$ cat src/rtl/mem_arbiter_if.sv
// Bus bundle between the I/D cache fill logic, the arbiter and main memory.
//   slave  : arbiter side. It takes requests and memory returns, and drives the
//            fill results and the memory strobes.
//   master : environment side (caches plus memory). It drives requests and memory
//            returns, and observes fills and memory strobes.
interface mem_arbiter_if;
    // Cache-side requests
    logic        i_req;
    logic [15:0] i_addr;
    logic        d_req;
    logic [15:0] d_addr;
    logic        d_wr;
    logic [15:0] d_wdata;
    // Fill returns and completion pulses
    logic        i_fill_valid;
    logic        d_fill_valid;
    logic [15:0] fill_data;
    logic [2:0]  fill_idx;
    logic        i_done;
    logic        d_done;
    logic        d_wr_ack;
    // Memory port
    logic        mem_en;
    logic        mem_wr;
    logic [15:0] mem_addr;
    logic [15:0] mem_wdata;
    logic [15:0] mem_rdata;
    logic        mem_valid;

    modport slave (
        input  i_req, i_addr, d_req, d_addr, d_wr, d_wdata, mem_rdata, mem_valid,
        output i_fill_valid, d_fill_valid, fill_data, fill_idx, i_done, d_done, d_wr_ack,
        output mem_en, mem_wr, mem_addr, mem_wdata
    );

    modport master (
        output i_req, i_addr, d_req, d_addr, d_wr, d_wdata, mem_rdata, mem_valid,
        input  i_fill_valid, d_fill_valid, fill_data, fill_idx, i_done, d_done, d_wr_ack,
        input  mem_en, mem_wr, mem_addr, mem_wdata
    );
endinterface

$ cat src/rtl/mem_arbiter.sv
// Shares one pipelined main-memory port between an I-cache and a D-cache.
// A D-side single-word write-through wins over a D block fill, which wins over an
// I block fill. A fill issues BLK_WORDS reads back to back. Returned words are
// passed straight through to the owning cache, tagged with their index in the block.
//   clk, rst_n : clock and asynchronous active-low reset.
//   bus        : mem_arbiter_if.slave. It carries the requests, fill results,
//                completion pulses and the memory port.
module mem_arbiter #(
    parameter int unsigned MEM_LAT   = 4,
    parameter int unsigned BLK_WORDS = 8
) (
    input  logic         clk,
    input  logic         rst_n,
    mem_arbiter_if.slave bus
);
    localparam int unsigned IdxW = (BLK_WORDS > 1) ? $clog2(BLK_WORDS) : 1;
    // One extra bit so a counter can hold the value BLK_WORDS itself.
    localparam int unsigned CntW = IdxW + 1;
    localparam logic [CntW-1:0] BlkWords = CntW'(BLK_WORDS);

    // Returns are counted against issues, so the latency value only needs to be sane.
    if (MEM_LAT < 1) begin : g_lat_check
        $error("MEM_LAT must be at least 1");
    end

    typedef enum logic [1:0] {StIdle, StWrite, StDFill, StIFill} state_e;

    state_e          state_q, state_d;
    logic [CntW-1:0] iss_q, iss_d;
    logic [CntW-1:0] ret_q, ret_d;
    logic [11:0]     base_q, base_d;

    logic in_fill, ret_ok, last_ret;

    assign in_fill  = (state_q == StDFill) || (state_q == StIFill);
    // A return counts only if a matching read is still outstanding.
    assign ret_ok   = in_fill && bus.mem_valid && (ret_q < iss_q);
    assign last_ret = ret_ok && (ret_q == BlkWords - CntW'(1));

    always_ff @(posedge clk or negedge rst_n) begin
        if (!rst_n) begin
            state_q <= StIdle;
            iss_q   <= '0;
            ret_q   <= '0;
            base_q  <= '0;
        end else begin
            state_q <= state_d;
            iss_q   <= iss_d;
            ret_q   <= ret_d;
            base_q  <= base_d;
        end
    end

    always_comb begin
        state_d          = state_q;
        iss_d            = iss_q;
        ret_d            = ret_q;
        base_d           = base_q;
        bus.i_fill_valid = 1'b0;
        bus.d_fill_valid = 1'b0;
        bus.fill_data    = '0;
        bus.fill_idx     = '0;
        bus.i_done       = 1'b0;
        bus.d_done       = 1'b0;
        bus.d_wr_ack     = 1'b0;
        bus.mem_en       = 1'b0;
        bus.mem_wr       = 1'b0;
        bus.mem_addr     = '0;
        bus.mem_wdata    = '0;

        unique case (state_q)
            StIdle: begin
                if (bus.d_wr) begin
                    state_d = StWrite;
                end else if (bus.d_req) begin
                    state_d = StDFill;
                    base_d  = bus.d_addr[15:4];
                end else if (bus.i_req) begin
                    state_d = StIFill;
                    base_d  = bus.i_addr[15:4];
                end
            end

            StWrite: begin
                bus.mem_en    = 1'b1;
                bus.mem_wr    = 1'b1;
                bus.mem_addr  = bus.d_addr;
                bus.mem_wdata = bus.d_wdata;
                bus.d_wr_ack  = 1'b1;
                state_d       = StIdle;
            end

            StDFill, StIFill: begin
                if (iss_q < BlkWords) begin
                    bus.mem_en   = 1'b1;
                    bus.mem_addr = {base_q, 4'b0000} + 16'({iss_q, 1'b0});
                    iss_d        = iss_q + CntW'(1);
                end
                if (ret_ok) begin
                    bus.fill_data = bus.mem_rdata;
                    bus.fill_idx  = 3'(ret_q);
                    ret_d         = ret_q + CntW'(1);
                    if (state_q == StDFill) begin
                        bus.d_fill_valid = 1'b1;
                    end else begin
                        bus.i_fill_valid = 1'b1;
                    end
                end
                if (last_ret) begin
                    if (state_q == StDFill) begin
                        bus.d_done = 1'b1;
                    end else begin
                        bus.i_done = 1'b1;
                    end
                    state_d = StIdle;
                    iss_d   = '0;
                    ret_d   = '0;
                end
            end

            default: state_d = StIdle;
        endcase
    end
endmodule

$ cat src/flat_wrapper.sv
// flat-port wrapper written by rule: the top's interface ports become plain ports
module mem_arbiter_flat 
#(
    parameter int unsigned MEM_LAT   = 4,
    parameter int unsigned BLK_WORDS = 8
)
  (clk, rst_n, bus_i_req, bus_i_addr, bus_d_req, bus_d_addr, bus_d_wr, bus_d_wdata, bus_mem_rdata, bus_mem_valid, bus_i_fill_valid, bus_d_fill_valid, bus_fill_data, bus_fill_idx, bus_i_done, bus_d_done, bus_d_wr_ack, bus_mem_en, bus_mem_wr, bus_mem_addr, bus_mem_wdata);
  mem_arbiter_if bus_i ();
  input  logic clk;
  input  logic rst_n;
  input wire logic [$bits(bus_i.i_req)-1:0] bus_i_req;
  input wire logic [$bits(bus_i.i_addr)-1:0] bus_i_addr;
  input wire logic [$bits(bus_i.d_req)-1:0] bus_d_req;
  input wire logic [$bits(bus_i.d_addr)-1:0] bus_d_addr;
  input wire logic [$bits(bus_i.d_wr)-1:0] bus_d_wr;
  input wire logic [$bits(bus_i.d_wdata)-1:0] bus_d_wdata;
  input wire logic [$bits(bus_i.mem_rdata)-1:0] bus_mem_rdata;
  input wire logic [$bits(bus_i.mem_valid)-1:0] bus_mem_valid;
  output wire logic [$bits(bus_i.i_fill_valid)-1:0] bus_i_fill_valid;
  output wire logic [$bits(bus_i.d_fill_valid)-1:0] bus_d_fill_valid;
  output wire logic [$bits(bus_i.fill_data)-1:0] bus_fill_data;
  output wire logic [$bits(bus_i.fill_idx)-1:0] bus_fill_idx;
  output wire logic [$bits(bus_i.i_done)-1:0] bus_i_done;
  output wire logic [$bits(bus_i.d_done)-1:0] bus_d_done;
  output wire logic [$bits(bus_i.d_wr_ack)-1:0] bus_d_wr_ack;
  output wire logic [$bits(bus_i.mem_en)-1:0] bus_mem_en;
  output wire logic [$bits(bus_i.mem_wr)-1:0] bus_mem_wr;
  output wire logic [$bits(bus_i.mem_addr)-1:0] bus_mem_addr;
  output wire logic [$bits(bus_i.mem_wdata)-1:0] bus_mem_wdata;
  assign bus_i.i_req = bus_i_req;
  assign bus_i.i_addr = bus_i_addr;
  assign bus_i.d_req = bus_d_req;
  assign bus_i.d_addr = bus_d_addr;
  assign bus_i.d_wr = bus_d_wr;
  assign bus_i.d_wdata = bus_d_wdata;
  assign bus_i.mem_rdata = bus_mem_rdata;
  assign bus_i.mem_valid = bus_mem_valid;
  assign bus_i_fill_valid = bus_i.i_fill_valid;
  assign bus_d_fill_valid = bus_i.d_fill_valid;
  assign bus_fill_data = bus_i.fill_data;
  assign bus_fill_idx = bus_i.fill_idx;
  assign bus_i_done = bus_i.i_done;
  assign bus_d_done = bus_i.d_done;
  assign bus_d_wr_ack = bus_i.d_wr_ack;
  assign bus_mem_en = bus_i.mem_en;
  assign bus_mem_wr = bus_i.mem_wr;
  assign bus_mem_addr = bus_i.mem_addr;
  assign bus_mem_wdata = bus_i.mem_wdata;
  mem_arbiter #(.MEM_LAT(MEM_LAT), .BLK_WORDS(BLK_WORDS)) u_core (.clk(clk), .rst_n(rst_n), .bus(bus_i));
endmodule
$ cat config.mk
export PLATFORM = sky130hd
export DESIGN_NAME = mem_arbiter_flat
export DESIGN_NICKNAME = d
export VERILOG_FILES = /design/src/rtl/mem_arbiter_if.sv /design/src/rtl/mem_arbiter.sv /design/src/flat_wrapper.sv
export SDC_FILE = /design/constraint.sdc
export NUM_CORES = 1
export LEC_CHECK = 0
export BUFFER_PORTS_ARGS = -buffer_cell sky130_fd_sc_hd__buf_2
export CAP_MARGIN = 20
export CORE_MARGIN = 5
export CORE_UTILIZATION = 43
export DETAILED_ROUTE_END_ITERATION = 8
export PLACE_DENSITY = 0.91
export SLEW_MARGIN = 20
export SYNTH_ARGS = -nofsm -noshare
export SYNTH_HDL_FRONTEND = slang
export SYNTH_SLANG_ARGS = --single-unit
$ cat constraint.sdc
create_clock -name clk -period 3.9 [get_ports clk]
set_input_delay 0.39 -clock clk [delete_from_list [all_inputs] [get_ports clk]]
set_output_delay 0.39 -clock clk [all_outputs]
set_load 0.02 [all_outputs]
==> results of run 1 <==
layer usage:
layer	GRT usage (%)	vias to the layer above	share of wire, %
met1	20.8	769	40
li1	-	873	-
met4	5.64	0	0.94
met2	30.9	84	49
met3	3.23	4	11
met5	0	-	0
worst register-to-register path, stage by stage (launching register included):
cell	delay, ns
dfrtp_1	0.43
inv_1	0.06
ha_1	0.29
a211oi_1	0.43
and3_1	0.72
mux2_1	0.38
flip-flops by register name, summed over array words and instances (netlist names):
| name | flops |
|---|---|
| u_core.base_q | 12 |
| u_core.ret_q | 4 |
| u_core.state_q | 2 |
| u_core.iss_q | 4 |
worst paths after layout:
path / from / end / slack, ns / depth (start not counted)
max: u_core.iss_q[3] / bus_i_done / 0.88 / 6
min: rst_n / u_core.base_q[11] / 0.08 / 1
max reg2reg: u_core.iss_q[3] / u_core.ret_q[0] / 1.47 / 5
min reg2reg: u_core.base_q[10] / u_core.base_q[10] / 0.54 / 2
max in group asynchronous: rst_n / u_core.state_q[0] / 3.48 / 1
min in group clk: bus_i_addr[13] / u_core.base_q[9] / 0.42 / 3
cell type report:
| cell class | instances | share of cell area [%] |
|---|---|---|
| Timing Repair Buffer | 126 | 27.5 |
| Sequential cell | 22 | 23.7 |
| Clock buffer | 3 | 1.78 |
| Tap cell | 48 | 2.59 |
| Inverter | 7 | 1.13 |
| Multi-Input combinational cell | 139 | 42.0 |
| Clock inverter | 1 | 1.29 |
where the power goes:
part | total [mW] | internal, mW | switching [mW]
clock | 0.214 | 0.137 | 0.0765
combinational | 0.967 | 0.397 | 0.570
sequential | 0.475 | 0.341 | 0.134
total | 1.66 | 0.875 | 0.780
logic make-up after synthesis:
kind of cell,count (synthesis),synth area share [%]
muxes,15,9.40
DFF,22,33.6
adders and majority gates,5,3.82
xor gates and xnor gates,2,1.07
AOI/OAI and AO/OA,41,18.3
buffers and inverters,22,7.03
and+or+nand+nor,76,26.8
layout by cell type (no fill, tap or decap), drive strengths merged, types with 4 or more instances in the layout:
cell   count
a22o      14
nor2      18
dfrtp     22
mux2i     12
ha         5
inv        7
a21oi     18
nand4      4
and2      37
buf      126
nor2b      4
nand2      4
metrics by stage:
step	utilization (%)	cell area (um^2)
final	63.4	2320
after global routing	63.4	2320
after CTS	63.2	2310
after detailed placement	61.2	2240
after global placement	61.2	2240
after floorplan	-	1640
==> qor.txt, run 1 <==
die width - 71.7 um
clk_skew - 0.00520 ns
gpl congestion - 0.725
share of the synthesized area in the top cell type - 33.6%
leakage power - 1.33 nW
Primary FF master, synth - dfrtp_1
Clock Sinks - 22
share of cells above drive strength 1 - 45.0%
post-synthesis cell area - 1640 um^2
CP dominant cell by count - and3_1
Routed WL per cell - 13.5 um
syn avg cell area - 8.94 um^2
CTS Hold Bufs - 0
Post-synth EDFFs - 0
CP max stage cell - and3_1
DR DRC count - 0
Seq/Total Area, Yosys - 33.6%
Multi-input gate area - 973 um^2
vias in the first global route - 1592
crit-path max FO - 28
crit path launch type - register
Vias - 1730
top post-synthesis cells by area - dfrtp_1 (34%), and2_1 (14%), a22o_1 (7.5%)
Synth area leader - dfrtp_1
Die Area - 5140 um^2
top cells by count, synth - and2_1 (37), dfrtp_1 (22), a21oi_1 (18), nor2_1 (18), a22o_1 (14)
total global routing overflow - 0
ys async rst share - 100%
CTS tree - built
Starting Density - 44.7%
worst slew pin tran - 0.745 ns
Yosys warning count - 0
period utilization - 77.4%
Fill cells - 317
Max Fclk - 331 MHz
Final setup violation count - 0
critical setup path kind - reg -> out
I/O Buffers - 123
CP Capture Type - output port
CP Buf/Inv Count - 2
crit path DAT - 2.63 ns
post-synth cell types - 35
worst-skew pair later-pin latency - 0.27 ns
Area growth syn-to-layout - 41.7%
Critical Path RT - 3.51 ns
Power, Total - 1.66 mW
Tot GR Track Use - 17.3%
top cell family by delay on the critical path - simple AND/OR/NAND/NOR gates
Resized Gates After CTS - 0
Pre-antenna DRT Iters - 4
die height - 71.7 um
final wirelength - 4670 um
final hold vios - 0
DP Worst Slack - 1.20 ns
ANT cells - 0
clk root buf - clkbuf_8
antenna viol nets, final - 0
Top Ports - 128
Slew Viols, Final - 0
worst IR drop on VDD - 0.364 mV
FP Rows - 22
initial antenna violation count - 0
Final #Nets - 374
Layout Cells excl Fill - 346
first-pass GRT wire length - 7270 um
CTS Buffer Depth - 2
crit-path max cell delay - 0.72 ns
core area - 3660 um^2
placed cells - 341
Storage cell area - 551 um^2
pin count of the biggest net entering global routing - 29
slew margin rel. - 50.3%
crit path time final - 3.02 ns
crit-path cells - inv_1 -> ha_1 -> a211oi_1 -> and3_1 -> and3_1 -> buf_2
top-count cell post-synth - and2_1
setup total negative slack - 0 ns
setup ws final - 0.883 ns
H-tree depth - 1
clk slew on worst S/H paths - 0.08 ns
Post-Syn Nets - 258
Hold Path Class - in -> async
Min Hold Slack - 0.0777 ns
register bit total from synthesis - 22
MaxCap Viol Count - 0
RSZ-0062 raised after global routing - false
Iter 0 DRT Violations - 85
Gate Count Post-Synth - 183
Avg Vias per Cell - 5.00
post-CTS setup buffers - 0
TritonCTS Buffers - 3
DPL Wire Length - 3640 um
Power Dens Cells - 714 nW/um^2
status - complete, no violations
Note: power is estimated with default switching activity, not from simulation.
==> inputs of run 2 (changes only) <==
--- a/config.mk
+++ b/config.mk
@@ -5,12 +5,13 @@
 export SDC_FILE = /design/constraint.sdc
 export NUM_CORES = 1
 export LEC_CHECK = 0
+export ABC_AREA = 1
 export BUFFER_PORTS_ARGS = -buffer_cell sky130_fd_sc_hd__buf_2
 export CAP_MARGIN = 20
 export CORE_MARGIN = 5
-export CORE_UTILIZATION = 43
+export CORE_UTILIZATION = 37
 export DETAILED_ROUTE_END_ITERATION = 8
-export PLACE_DENSITY = 0.91
+export PLACE_DENSITY = 0.83
 export SLEW_MARGIN = 20
 export SYNTH_ARGS = -nofsm -noshare
 export SYNTH_HDL_FRONTEND = slang
==> constraint.sdc (replaced) <==
create_clock -name clk -period 2.48 [get_ports clk]
set_input_delay 0.248 -clock clk [delete_from_list [all_inputs] [get_ports clk]]
set_output_delay 0.248 -clock clk [all_outputs]
set_load 0.02 [all_outputs]
==> run 2 against run 1 <==
  * Power grew 39%
  * Setup slack lost 0.52 ns
  * First-iteration DRC count shrank 34%
  * Via count grew 17%
  * Clock skew shrank 0.0033 ns
  * Flip-flop and latch count is the same
  * Hold slack gained 0.15 ns
  * Synthesized cell count grew 52%
  * Highest routed layer unchanged
==> qor.txt, run 2 <==
status - complete, no violations
top cells by count, synth - inv_1 (75), nand2_1 (49), nor2_1 (45)
Hold Path Class - in -> reg
top-count cell post-synth - inv_1
RSZ-0062 raised after global routing - false
R2R Path End - u_core.state_q[0]
worst r2r src - u_core.ret_q[1]
die height - 78.2 um (+9.0%)
FP Rows - 24 (+9.1%)
Vias - 2030 (+17%)
CTS tree - built
Worst R2R Setup Slack - 0.80 ns (-0.67 ns)
top post-synthesis cells by area - dfrtp_1 (32%), inv_1 (16%), nand2_1 (11%)
Finished Core Util - 55.0% (-8.4 points)
DPL Wire Length - 4210 um (+15%)
crit path time final - 2.12 ns
Final setup violation count - 0 (unchanged)
ANT cells - 0 (unchanged)
total global routing overflow - 0 (unchanged)
Gate Count Post-Synth - 279 (+52%)
DR DRC count - 0 (unchanged)
DP Worst Slack - 0.641 ns (-0.557 ns)
period utilization - 85.4%
CTS Buffer Depth - 2 (unchanged)
Pre-antenna DRT Iters - 4 (unchanged)
crit-path max FO - 26 (-7.1%)
post-CTS setup buffers - 0 (unchanged)
clk root buf - clkbuf_8
I/O Buffers - 123 (unchanged)
pin count of the biggest net entering global routing - 30 (+3.4%)
crit path to - bus_fill_idx[0]
Avg Vias per Cell - 4.50 (-10%)
Post-synth EDFFs - 0 (unchanged)
Routed WL per cell - 11.3 um (-16%)
post-synthesis cell area - 1720 um^2 (+5.0%)
final wirelength - 5090 um (+9.0%)
R2R cell count - 8 (+3)
Resized Gates After CTS - 0 (unchanged)
Seq/Total Area, Yosys - 32.0% (-1.6 points)
Clock Sinks - 22 (unchanged)
vias in the first global route - 1914 (+20%)
Iter 0 DRT Violations - 56 (-34%)
Top Ports - 128 (unchanged)
Yosys warning count - 0 (unchanged)
share of the synthesized area in the top cell type - 32.0% (-1.6 points)
first-pass GRT wire length - 8340 um (+15%)
crit path DAT - 1.87 ns (-0.76 ns)
leakage power - 1.60 nW (+20%)
initial antenna violation count - 0 (unchanged)
Max Fclk - 472 MHz
Post-Syn Nets - 354 (+37%)
Synth area leader - dfrtp_1
most common cell after layout, fill and taps aside - buf_2
die width - 78.2 um (+9.0%)
clk_skew - 0.00191 ns (-0.00329 ns)
most frequent cells in the layout - buf_2 (123), inv_1 (75), nand2_1 (49), nor2_1 (45), o21ai_0 (26)
CP Capture Type - output port
Tot GR Track Use - 16.3% (-1.0 points)
CP startpoint - u_core.iss_q[3]
antenna viol nets, final - 0 (unchanged)
final hold vios - 0 (unchanged)
TritonCTS Buffers - 3 (unchanged)
Primary FF master, synth - dfrtp_1
worst slew pin tran - 0.500 ns (-0.245 ns)
biggest regs - u_core.base_q x12, u_core.iss_q x4, u_core.ret_q x4
Final #Nets - 475 (+27%)
max reg flops - 12 (unchanged)
Slew Viols, Final - 0 (unchanged)
Starting Density - 38.7% (-6.0 points)
Die Area - 6110 um^2 (+19%)
worst IR drop on VDD - 0.397 mV (+9.0%)
critical setup path kind - reg -> out
clk slew on worst S/H paths - 0.08 ns (about the same)
setup ws final - 0.362 ns (-0.521 ns)
ys async rst share - 100% (unchanged)
H-tree depth - 1 (unchanged)
crit path launch type - register
gpl congestion - 0.814 (+12%)
MaxCap Viol Count - 0 (unchanged)
worst-skew pair later-pin latency - 0.26 ns (about the same)
setup total negative slack - 0 ns (unchanged)
syn avg cell area - 6.16 um^2 (-31%)
post-synth cell types - 23 (-34%)
Power Dens Cells - 939 nW/um^2 (+32%)
share of cells above drive strength 1 - 34.1% (-11 points)
Area growth syn-to-layout - 42.1%
Critical Path RT - 2.23 ns (-1.28 ns)
Top reg by flops - u_core.base_q
core area - 4440 um^2 (+21%)
register bit total from synthesis - 22 (unchanged)
slew margin rel. - 66.6% (+16 points)
run 2: cell count changes in the layout (fill, tap and decap cells not counted), moves of 4 or more:
cell	previous run	this run
a22o_1	14	0
o21ai_0	0	26
nand2_1	4	49
and2_1	37	0
mux2i_1	12	0
o211ai_1	0	10
nor3_1	1	5
o22ai_1	0	8
nand3_1	1	10
a21oi_1	18	2
inv_1	6	75
nor2_1	18	45
run 2: metrics by stage:
stage	hold WS [ns]	area [um^2]	instances	total power, mW
after global placement	0.239	2380	446	2.01
final	0.223	2440	451	2.29
after detailed placement	0.244	2380	446	2.05
after global routing	0.230	2440	451	2.51
after CTS	0.225	2440	451	2.32
after floorplan	-0.0476	1720	279	1.60
run 2: how the worst min path moves through the flow:
| stage | slack (ns) | start | depth (start not counted) | to |
|---|---|---|---|---|
| after floorplan | -0.05 | rst_n | 0 | u_core.base_q[0] |
| after global placement | 0.24 | rst_n | 1 | u_core.ret_q[3] |
| after global routing | 0.23 | bus_i_addr[15] | 3 | u_core.base_q[11] |
| after detailed placement | 0.24 | rst_n | 1 | u_core.ret_q[1] |
| final | 0.22 | bus_i_addr[14] | 3 | u_core.base_q[10] |
| after CTS | 0.22 | bus_i_addr[14] | 3 | u_core.base_q[10] |
run 2: worst max-delay path, stage by stage, from the launching register on:
cell and delay [ns]:
dfrtp_1 0.40, inv_1 0.12, ha_1 0.25, nand2_1 0.06
nor3b_2 0.18, nand2_1 0.08, buf_4 0.21, nor2_1 0.14
buf_2 0.19
run 2: per-layer routing:
metal	vias up	track usage [%]	wire length (um)
met4	0	4.72	65
met2	46	29.8	2660
met5	-	0	0
met3	6	2.40	226
li1	1085	-	-
met1	893	19.8	2130
run 2: logic make-up (layout without fill, tap and decap cells):
| family | after synthesis | in the layout | synth area share, % |
|---|---|---|---|
| DFF | 22 | 22 | 32.0 |
| adders and majority gates | 5 | 5 | 3.64 |
| buffers and inverters | 88 | 208 | 19.9 |
| xor gates and xnor gates | 2 | 2 | 1.02 |
| and+or+nand+nor | 114 | 114 | 27.1 |
| AOI/OAI and AO/OA | 48 | 48 | 16.3 |
run 2: timing repair:
item	CTS	global route
endpoints found under the hold margin	22	0
hold buffers	1	0
setup endpoints to repair	0	0
run 2: report_power, final:
group          switching (mW)  total, mW  internal, mW
registers               0.140      0.670         0.530
clock network           0.120      0.261         0.142
logic                   0.891       1.36         0.473
total                    1.15       2.29          1.14
run 2: cell type report:
type | instances | area (um^2)
inverter | 76 | 285
sequential | 22 | 551
tap | 52 | 65.1
fill | 453 | 2000
clock buffer | 4 | 55.1
timing repair buffer | 128 | 656
multi-input combinational | 169 | 832
